[config.mk]
export PLATFORM = sky130hd
export DESIGN_NAME = multi_ch_cmd_fsm
export DESIGN_NICKNAME = d
export VERILOG_FILES = /design/src/rtl/cmd_fsm_pkg.sv /design/src/rtl/cmd_stab_counter.sv /design/src/rtl/multi_ch_cmd_fsm.sv
export SDC_FILE = /design/constraint.sdc
export NUM_CORES = 1
export LEC_CHECK = 0
export ABC_AREA = 0
export CORE_ASPECT_RATIO = 0.8
export CORE_UTILIZATION = 43
export CTS_CLUSTER_SIZE = 30
export DETAILED_ROUTE_END_ITERATION = 7
export GPL_TIMING_DRIVEN = 0
export PLACE_DENSITY_LB_ADDON = 0.25
export REMOVE_ABC_BUFFERS = 1
export SYNTH_ARGS = -nofsm -noshare
export SYNTH_HDL_FRONTEND = slang
export SYNTH_HIERARCHICAL = 1
export SYNTH_SLANG_ARGS = --single-unit
[constraint.sdc]
create_clock -name clk -period 2.3 [get_ports clk]
set_input_delay 0.345 -clock clk [delete_from_list [all_inputs] [get_ports clk]]
set_output_delay 0.345 -clock clk [all_outputs]
set_load 0.01 [all_outputs]
[src/rtl/cmd_fsm_pkg.sv]
// Shared definitions for the multi-channel command FSM: state encoding,
// opcode constants and the stability counter width.
package cmd_fsm_pkg;

   typedef enum logic [2:0] {
      ST_IDLE = 3'd0,
      ST_ARM  = 3'd1,
      ST_GOT  = 3'd2,
      ST_ACT  = 3'd3,
      ST_HOLD = 3'd4
   } state_t;

   localparam logic [1:0] OP_NONE = 2'b00;
   localparam logic [1:0] OP_CLR  = 2'b01;
   localparam logic [1:0] OP_TGL  = 2'b10;
   localparam logic [1:0] OP_SET  = 2'b11;

   // Wide enough for the largest legal HOLD_MIN (15).
   localparam int unsigned CNT_W = 4;

endpackage

[src/rtl/cmd_stab_counter.sv]
// Counts consecutive samples of the armed code; hit flags that the next
// matching sample reaches HOLD_MIN.
module cmd_stab_counter
   import cmd_fsm_pkg::*;
#(
   parameter int unsigned HOLD_MIN = 1
) (
   input  logic clk,
   input  logic reset,
   input  logic load,
   input  logic inc,
   output logic hit
);

   logic [CNT_W-1:0] cnt;

   always_ff @(posedge clk or negedge reset) begin
      if (!reset) begin
         cnt <= '0;
      end else if (load) begin
         cnt <= CNT_W'(1);
      end else if (inc) begin
         cnt <= cnt + CNT_W'(1);
      end
   end

   assign hit = (cnt + CNT_W'(1)) == CNT_W'(HOLD_MIN);

endmodule

[src/rtl/multi_ch_cmd_fsm.sv]
// Debounced command decoder: a code held stable for HOLD_MIN samples and then
// released to opcode 00 clears, toggles or sets one channel of yout.
module multi_ch_cmd_fsm
   import cmd_fsm_pkg::*;
#(
   parameter  int unsigned NCH      = 4,
   parameter  int unsigned HOLD_MIN = 1,
   localparam int unsigned CH_W     = $clog2(NCH)
) (
   input  logic            clk,
   input  logic            reset,
   input  logic [CH_W+1:0] ain,
   output logic [NCH-1:0]  yout,
   output logic            act,
   output logic            err,
   output logic            glitch,
   output logic            busy
);

   state_t          state, state_nxt, first_st;
   logic [CH_W+1:0] code_q;
   logic [1:0]      op_in, op_q;
   logic [CH_W-1:0] ch_q;
   logic [NCH-1:0]  ch_mask, yout_nxt;
   logic            ch_oor;
   logic            cnt_load, cnt_inc, cnt_hit;

   assign op_in    = ain[CH_W+1:CH_W];
   assign op_q     = code_q[CH_W+1:CH_W];
   assign ch_q     = code_q[CH_W-1:0];
   assign first_st = (HOLD_MIN == 1) ? ST_GOT : ST_ARM;
   assign ch_oor   = 32'(ch_q) >= NCH;
   // An out-of-range index shifts the bit out entirely, so yout holds.
   assign ch_mask  = {{(NCH-1){1'b0}}, 1'b1} << ch_q;

   cmd_stab_counter #(.HOLD_MIN(HOLD_MIN)) u_stab (
      .clk   (clk),
      .reset (reset),
      .load  (cnt_load),
      .inc   (cnt_inc),
      .hit   (cnt_hit)
   );

   always_comb begin
      state_nxt = state;
      cnt_load  = 1'b0;
      cnt_inc   = 1'b0;
      unique case (state)
         ST_IDLE, ST_HOLD, ST_ACT: begin
            if (op_in != OP_NONE) begin
               state_nxt = first_st;
               cnt_load  = 1'b1;
            end else if (state == ST_ACT) begin
               state_nxt = ST_HOLD;
            end
         end
         ST_ARM: begin
            if (op_in == OP_NONE) begin
               state_nxt = ST_HOLD;
            end else if (ain == code_q) begin
               cnt_inc = 1'b1;
               if (cnt_hit) state_nxt = ST_GOT;
            end else begin
               cnt_load = 1'b1;
            end
         end
         ST_GOT: begin
            if (op_in == OP_NONE) begin
               state_nxt = ST_ACT;
            end else if (ain != code_q) begin
               state_nxt = first_st;
               cnt_load  = 1'b1;
            end
         end
         default: state_nxt = ST_IDLE;
      endcase
   end

   always_comb begin
      yout_nxt = yout;
      unique case (op_q)
         OP_CLR:  yout_nxt = yout & ~ch_mask;
         OP_TGL:  yout_nxt = yout ^ ch_mask;
         OP_SET:  yout_nxt = yout | ch_mask;
         default: yout_nxt = yout;
      endcase
   end

   always_ff @(posedge clk or negedge reset) begin
      if (!reset) begin
         state  <= ST_IDLE;
         code_q <= '0;
         yout   <= '0;
         act    <= 1'b0;
         err    <= 1'b0;
         glitch <= 1'b0;
         busy   <= 1'b0;
      end else begin
         state  <= state_nxt;
         if (cnt_load) code_q <= ain;
         act    <= (state_nxt == ST_ACT);
         err    <= (state_nxt == ST_ACT) && ch_oor;
         glitch <= (state == ST_ARM) && (state_nxt == ST_HOLD);
         busy   <= (state_nxt == ST_ARM) || (state_nxt == ST_GOT);
         if (state == ST_GOT && state_nxt == ST_ACT) yout <= yout_nxt;
      end
   end

endmodule
---- After elaboration in Yosys (flattened, before gate mapping) ----
Cells that the tools add are included.
operators by class
  eq/ne operators ......................... 14
  bitwise logic cells ..................... 4
  muxes and demuxes ....................... 20
  reductions and logical operators ........ 10
  shift operators ......................... 1
  $add $sub $neg .......................... 1
operators by type and width
  kind                                                                   number
  3-bit two-way mux                                                      7
  3-bit by 2-bit equality test with 1-bit output, second input constant  4
  4-bit one-hot mux with 3 select lines                                  1
  3-bit one-hot mux with 3 select lines                                  1
  1-bit two-way mux                                                      8
  4-bit two-way mux                                                      2
  3-bit by 1-bit equality test with 1-bit output, second input constant  2
  3-bit equality test, second input constant                             2
  4-bit by 1-bit adder with 4-bit output, second input constant          1
  4-bit AND                                                              1
  2-bit equality test, second input constant                             2
  4-bit by 1-bit equality test with 1-bit output, second input constant  1
  4-bit equality test                                                    1
  4-bit != test                                                          1
  4-bit NOT                                                              1
  4-bit bitwise OR                                                       1
  2-bit nonzero test                                                     2
  1-bit by 2-bit << shifter with 4-bit output, first input constant      1
  4-bit bitwise XOR                                                      1
  3-bit zero test                                                        1
  1-bit one-hot mux with 3 select lines                                  1
  3-bit nonzero test                                                     1
  3-bit OR reduction                                                     1
  2-bit by 1-bit equality test with 1-bit output, second input constant  1
  other kinds (4)                                                        5
word-level totals
  output and inout port bits .............. 8
  word-level logic and storage cells ...... 57
  bits of input ports ..................... 6
  register bits after elaboration ......... 18

---- Longest topological paths before layout ----
Gate-level depths: netlist of run 1.
  word-level depth ........................ 9
  gate-level depth with buffers ........... 7
  depth with buffers taken out ............ 6

---- By module ----
The synthesis of run 1 kept the hierarchy.
by module, submodules not included
  module            cells each  seq. area each (um^2)  times used  area each (um^2)
  multi_ch_cmd_fsm  90          350.3                  1           978.4
  cmd_stab_counter  22          100.1                  1           230.2

---- Least setup slack after synthesis of run 1 ----
No wires, ideal clock.
  path type ............................... register -> register
  start point ............................. reg code_q[3]
  end point ............................... reg u_stab.cnt[3]
  path buffers ............................ 1
  stages on the path, launching flop included .. 8
  setup time .............................. 127 ps
  arrival ................................. 1513 ps
  clock period less this slack ............ 1640 ps
  path slack .............................. 660 ps
  path through ............................ dfrtp_1 -> buf_6 -> xor2_2 -> nor4_4 -> and3_1 -> nand4_1 -> xor2_1 -> nor2_1
between the ends
  longest elaborated chain between the ends .. 5
  elaborated cells between the ends (all ways) .. 12
ends and longest elaborated chain
  what                                 line                     RTL
  start: declaration                   multi_ch_cmd_fsm.sv:21   logic [CH_W+1:0] code_q;
  start signal: assignment             multi_ch_cmd_fsm.sv:100  if (cnt_load) code_q <= ain;
  4-bit equality test                  multi_ch_cmd_fsm.sv:60   end else if (ain == code_q) begin
  1-bit two-way mux                    multi_ch_cmd_fsm.sv:60
  1-bit two-way mux                    multi_ch_cmd_fsm.sv:58   if (op_in == OP_NONE) begin
  1-bit two-way mux                    multi_ch_cmd_fsm.sv:48   unique case (state)
  named net cnt_inc                    multi_ch_cmd_fsm.sv:26   logic cnt_load, cnt_inc, cnt_hit;
  2-bit nonzero test (no source line)  -
  end signal: assignment               cmd_stab_counter.sv:23   cnt <= cnt + CNT_W'(1);
  end: declaration                     cmd_stab_counter.sv:15   logic [CNT_W-1:0] cnt;
The timed path passes the listed nets, and every way through them passes these cells.
A chain may end at the register's enable or synchronous reset.

---- Final worst setup path of run 1 ----
  start point ............................. in ain[3]
  end point ............................... reg u_stab.cnt[3]
between the ends
  longest elaborated chain between the ends .. 5
  elaborated cells between the ends (all ways) .. 15
ends and longest elaborated chain
  what                                     line                    RTL
  start: declaration                       multi_ch_cmd_fsm.sv:12  input logic [CH_W+1:0] ain,
  4-bit equality test                      multi_ch_cmd_fsm.sv:60
  1-bit two-way mux                        multi_ch_cmd_fsm.sv:60
  1-bit two-way mux (*)                    multi_ch_cmd_fsm.sv:58
  1-bit two-way mux (*)                    multi_ch_cmd_fsm.sv:48
  named net cnt_inc                        multi_ch_cmd_fsm.sv:26
  2-bit nonzero test (no source line) (*)  -
The timed path passes the listed nets; every way through them passes the cells marked *.

==> results of run 1 <==
layout by cell type, fill, tap and decap left out, types with 4 or more instances in the layout:
master           synthesis  layout
nand2_1                  4       4
dfrtp_1                 18      18
xor2_1                   7       7
mux2_4                   4       4
nor2_1                   6       6
nor2b_1                  4       4
ha_1                    10      10
inv_1                    8       8
clkdlybuf4s50_1          0      12
layout make-up:
type,instances,area share (%)
Multi-Input combinational cell,81,50.3
Sequential cell,18,32.7
Tap cell,36,3.27
Inverter,9,2.45
Timing Repair Buffer,12,8.71
Clock buffer,4,2.63
cell families after synthesis:
logic type                 after synthesis  share of synthesized area (%)
and+or+nand+nor                         36                           19.6
DFF                                     18                           37.3
AOI/OAI and AO/OA                       17                           11.6
buffers and inverters                   13                           5.38
adders and majority gates               10                           10.4
xor gates and xnor gates                 9                           7.14
muxes                                    8                           8.39
other                                    1                          0.310
final timing paths:
check                                from            end  depth (start not counted)
min in group clk                  yout[3]        yout[3]                          1
max in group asynchronous           reset      code_q[3]                          1
worst max-delay path               ain[3]  u_stab/cnt[3]                          7
worst min-delay path                reset        yout[2]                          1
worst max register to register  code_q[2]  u_stab/cnt[3]                          6
worst min register to register    yout[3]        yout[3]                          1
state kept, by name, summed over array words and instances, names as in the netlist:
register and cells:
code_q 4, u_stab/cnt 4, yout 4, state 3, act 1, busy 1
glitch 1
report_power, final:
part,internal (W),switching [W]
sequential,0.000362,0.0000681
clock,0.0000965,0.000101
combinational,0.000187,0.000148
stage by stage:
| step | area (µm²) | hold slack [ns] | util [%] | total power (W) | setup WS (ns) |
|---|---|---|---|---|---|
| 2_1_floorplan | 1180 | 0.0494 | - | 0.000631 | 0.634 |
| 3_3_place_gp | 1340 | 0.532 | 52.4 | 0.000755 | 0.0686 |
| 3_5_place_dp | 1340 | 0.533 | 52.4 | 0.000773 | 0.0634 |
| 4_1_cts | 1380 | 0.543 | 53.8 | 0.000975 | 0.382 |
| 5_1_grt | 1380 | 0.584 | 53.8 | 0.00104 | 0.162 |
| 6_report | 1380 | 0.512 | 53.8 | 0.000962 | 0.348 |
worst max-delay path, stage by stage:
cell and delay (ns):
clkdlybuf4s50_1 0.50, xor2_2 0.22, nor4_4 0.39, and3_1 0.32, nand4_1 0.14, xor2_1 0.15
nor2_1 0.05
metal layers:
| layer | vias up | part of all wire, % | track usage (%) |
|---|---|---|---|
| met3 | 0 | 4.1 | 4.77 |
| met4 | 0 | 0 | 2.27 |
| met5 | - | 0 | 0 |
| li1 | 412 | - | - |
| met1 | 408 | 50 | 24.1 |
| met2 | 22 | 46 | 26.6 |
==> flow_summary.json, run 1 <==
{
  "drt_drc_violations_left": 0,
  "synth_top_cell_area_share_pct": 37.3,
  "dp.cells": 156,
  "place.gp.congestion": 0.820,
  "yosys-top-cells-count": "dfrtp_1 (18), ha_1 (10), inv_1 (8)",
  "ir_worst_vdd_mv": 0.436,
  "ys_types": 41,
  "dr.pass1.iters": 4,
  "worstPathRequired_ns": 2.48,
  "cts_hold_buf": 0,
  "synth_most_common_cell": "dfrtp_1",
  "async_flop_share_pct": 100,
  "fin_crit_ns": 1.95,
  "fmax_mhz": 512,
  "cts_sinks": 18,
  "yosysWarningCount": 6,
  "max-cap-violations": 0,
  "ant_nets": 0,
  "hp-class": "in2async",
  "synth_edf_count": 0,
  "yosys-top-cells-area": "dfrtp_1 (37%), ha_1 (10%), xor2_1 (5.1%)",
  "grt_max_degree": 19,
  "relSlewSlack_pct": 45.0,
  "portBuffers": 12,
  "seq_area_um2": 450,
  "grt_pass1_vias": 817,
  "vias_per_cell": 5.26,
  "path_class": "in2reg",
  "status": "completed",
  "hold_viol": 0,
  "start_kind": "input port",
  "synth_flop_cell": "dfrtp_1",
  "fin_crit_sh_pct": 84.9,
  "avgSynthCellArea_um2": 10.8,
  "cts-buffers-inserted": 3,
  "num_vias": 842,
  "grt_antenna_before_repair": 0,
  "nFillCells": 251,
  "clk_pin_slew_ns": 0.11,
  "final_max_slew_viol_count": 0,
  "grt_setup_unrepaired": "no",
  "synth_cells": 112,
  "power.density_mw_per_mm2": 698,
  "final_cells": 160,
  "htreeDepth": 1,
  "wl_um": 2250,
  "area_delta_synth_final_pct": 14.1,
  "ys_ff_latch": 18,
  "worst_pin_slew_ns": 0.822,
  "p_leak_nw": 0.601,
  "synth-seq-area-share_pct": 37.3,
  "drive_gt1_share_pct": 16.1,
  "ctsRootBufferMaster": "clkbuf_4",
  "drt-initial-drc-count": 18,
  "worst_setup_path_end_kind": "register",
  "die-area_mm2": 0.00303,
  "grt_remaining_overflow": 0,
  "fin_nets": 141,
  "cts_buffer_depth": 2,
  "path_max_fanout": 4,
  "routedWlPerCell_um": 14.0,
  "cts_setup_buffers": 0,
  "core_area_mm2": 0.00256,
  "antenna_cells": 0,
  "critical_path_arrival_ns": 2.13,
  "grt_first_pass_wirelength_um": 3810,
  "clk-insertion-delay-late_ns": 0.29,
  "setup_tns_ns": 0,
  "multiInputGateArea_um2": 693,
  "post-dp-hpwl_um": 1650,
  "synth_top_area_cell": "dfrtp_1",
  "fp.dieW_um": 61.3,
  "grtUsageTotal_pct": 17.1,
  "rows": 16,
  "synth_area_mm2": 0.00121,
  "pin_count": 14,
  "finClkSkew_ns": 0.00380,
  "finalSetupViolCount": 0,
  "r2r_setup_slack_ns": 0.35,
  "die_h_um": 49.4,
  "cts_repair_resize_count": 0,
  "cts_tree": "done",
  "start_util_pct": 47.2
}
No activity file was read; power rests on OpenSTA's default activity.
==> run 2: changes to the inputs <==
- clock period: 2.3 -> 1.9 ns (I/O delays scaled with it)
==> flow_summary.json, run 2 (synthesis results as in run 1) <==
{
  "status": "completed",
  "worstPathRequired_ns": 2.08,
  "cts_hold_buf": 0,
  "cp_slowest_cell": "clkdlybuf4s50_1",
  "antenna_cells": 0,
  "finalSetupViolCount": 0,
  "fin_crit_sh_pct": 96.2,
  "clk-insertion-delay-late_ns": 0.29,
  "critical_path_arrival_ns": 2.01,
  "crit_family": "simple AND/OR/NAND/NOR gates",
  "path_max_fanout": 4,
  "area_delta_synth_final_pct": 15.4,
  "p_leak_nw": 0.601,
  "post-dp-hpwl_um": 1650,
  "routedWlPerCell_um": 14.4,
  "final_max_slew_viol_count": 0,
  "grt_max_degree": 19,
  "path_buf_inv": 1,
  "grt_first_pass_wirelength_um": 3810,
  "rows": 16,
  "fp.dieW_um": 61.3,
  "seq_area_um2": 454,
  "ant_nets": 0,
  "vias_per_cell": 5.29,
  "hp-class": "in2async",
  "grt_pass1_vias": 817,
  "fin_nets": 142,
  "fin_crit_ns": 1.83,
  "drive_gt1_share_pct": 20.0,
  "num_vias": 852,
  "power.density_mw_per_mm2": 841,
  "drt_drc_violations_left": 0,
  "finClkSkew_ns": 0.00356,
  "final_common_cell": "dfrtp_1",
  "start_util_pct": 47.2,
  "hold_viol": 0,
  "power_w": 0.00117,
  "pin_count": 14,
  "hold_slack_ns": 0.454,
  "max-cap-violations": 0,
  "cp_slowest_stage_delay_ns": 0.49,
  "cts_sinks": 18,
  "multiInputGateArea_um2": 698,
  "start_kind": "input port",
  "wl_um": 2330,
  "fmax_mhz": 547,
  "ir_worst_vdd_mv": 0.529,
  "cts_tree": "done",
  "critPathMostFrequentCell": "xor2_1",
  "worst_setup_path_end_kind": "register",
  "die-area_mm2": 0.00303,
  "core_area_mm2": 0.00256,
  "dr.pass1.iters": 4,
  "critical_path.cell_chain": "clkdlybuf4s50_1 > xor2_1 > nor4_4 > and3_4 > nand4_1 > xor2_1 > nor2_1",
  "layout_setup_ws_ns": 0.0728,
  "clk_pin_slew_ns": 0.11,
  "portBuffers": 12,
  "worst_pin_slew_ns": 0.831,
  "htreeDepth": 1,
  "grtUsageTotal_pct": 17.1,
  "grt_antenna_before_repair": 0,
  "path_class": "in2reg",
  "relSlewSlack_pct": 44.4,
  "cts-buffers-inserted": 3,
  "nFillCells": 251,
  "die_h_um": 49.4,
  "grt_remaining_overflow": 0,
  "place_ws_ns": -0.277,
  "final_cell_mix": "dfrtp_1 (15), clkdlybuf4s50_1 (12), ha_1 (10)",
  "cts_buffer_depth": 2,
  "ctsRootBufferMaster": "clkbuf_4",
  "drt-initial-drc-count": 16,
  "reg.largest.list": "code_q x4, u_stab/cnt x4, yout x4",
  "place.gp.congestion": 0.820
}
==> run 2: changes by cell type in the layout (fill, tap and decap cells not counted) <==
cell,change
and3_1,-1
buf_4,+1
dfrtp_1,-3
dfrtp_2,+3
and3_4,+1
==> run 2: cell type report <==
class / count / share of cell area (%)
sequential: 18 / 32.6
tap: 36 / 3.23
timing repair buffer: 13 / 9.15
clock buffer: 4 / 2.60
multi-input combinational: 81 / 50.0
inverter: 9 / 2.42
==> run 2: what timing repair did <==
action / in CTS / in global routing
setup buffers: 0 / 1
pin swaps: 0 / 1
endpoints found under the hold margin: 0 / 0
gates resized for setup: 1 / 4
endpoints found under the setup margin: 1 / 2
==> run 2: through the flow <==
stage,std cells,cell area (µm²),utilization (%),TNS (ns)
after floorplan,108,1180,-,0
after global placement,156,1340,52.4,-0.769
after detailed placement,156,1340,52.4,-0.766
after CTS,160,1380,53.9,0
after global routing,161,1400,54.4,-0.0257
final,161,1400,54.4,0
==> run 2: final timing paths <==
path | startpoint | to | slack [ns] | depth (start not counted)
setup / recovery | ain[2] | u_stab/cnt[3] | 0.07 | 7
hold / removal | reset | yout[2] | 0.45 | 1
setup reg to reg | code_q[1] | u_stab/cnt[3] | 0.10 | 6
hold reg to reg | yout[3] | yout[3] | 0.56 | 1
max in group asynchronous | reset | code_q[3] | 0.88 | 1
min in group clk | yout[3] | yout[3] | 0.56 | 1
==> run 2: metal layers <==
| metal | vias up | track usage (%) | routed length [µm] |
|---|---|---|---|
| li1 | 414 | - | - |
| met1 | 418 | 24.1 | 1150 |
| met2 | 20 | 26.6 | 1070 |
| met3 | 0 | 4.77 | 108 |
| met4 | 0 | 2.27 | 0 |
| met5 | - | 0 | 0 |
==> run 2: power by group <==
group,switching (W),leakage [nW],internal [W]
clock network,0.000123,0.0210,0.000117
registers,0.0000792,0.217,0.000439
logic,0.000185,0.363,0.000230
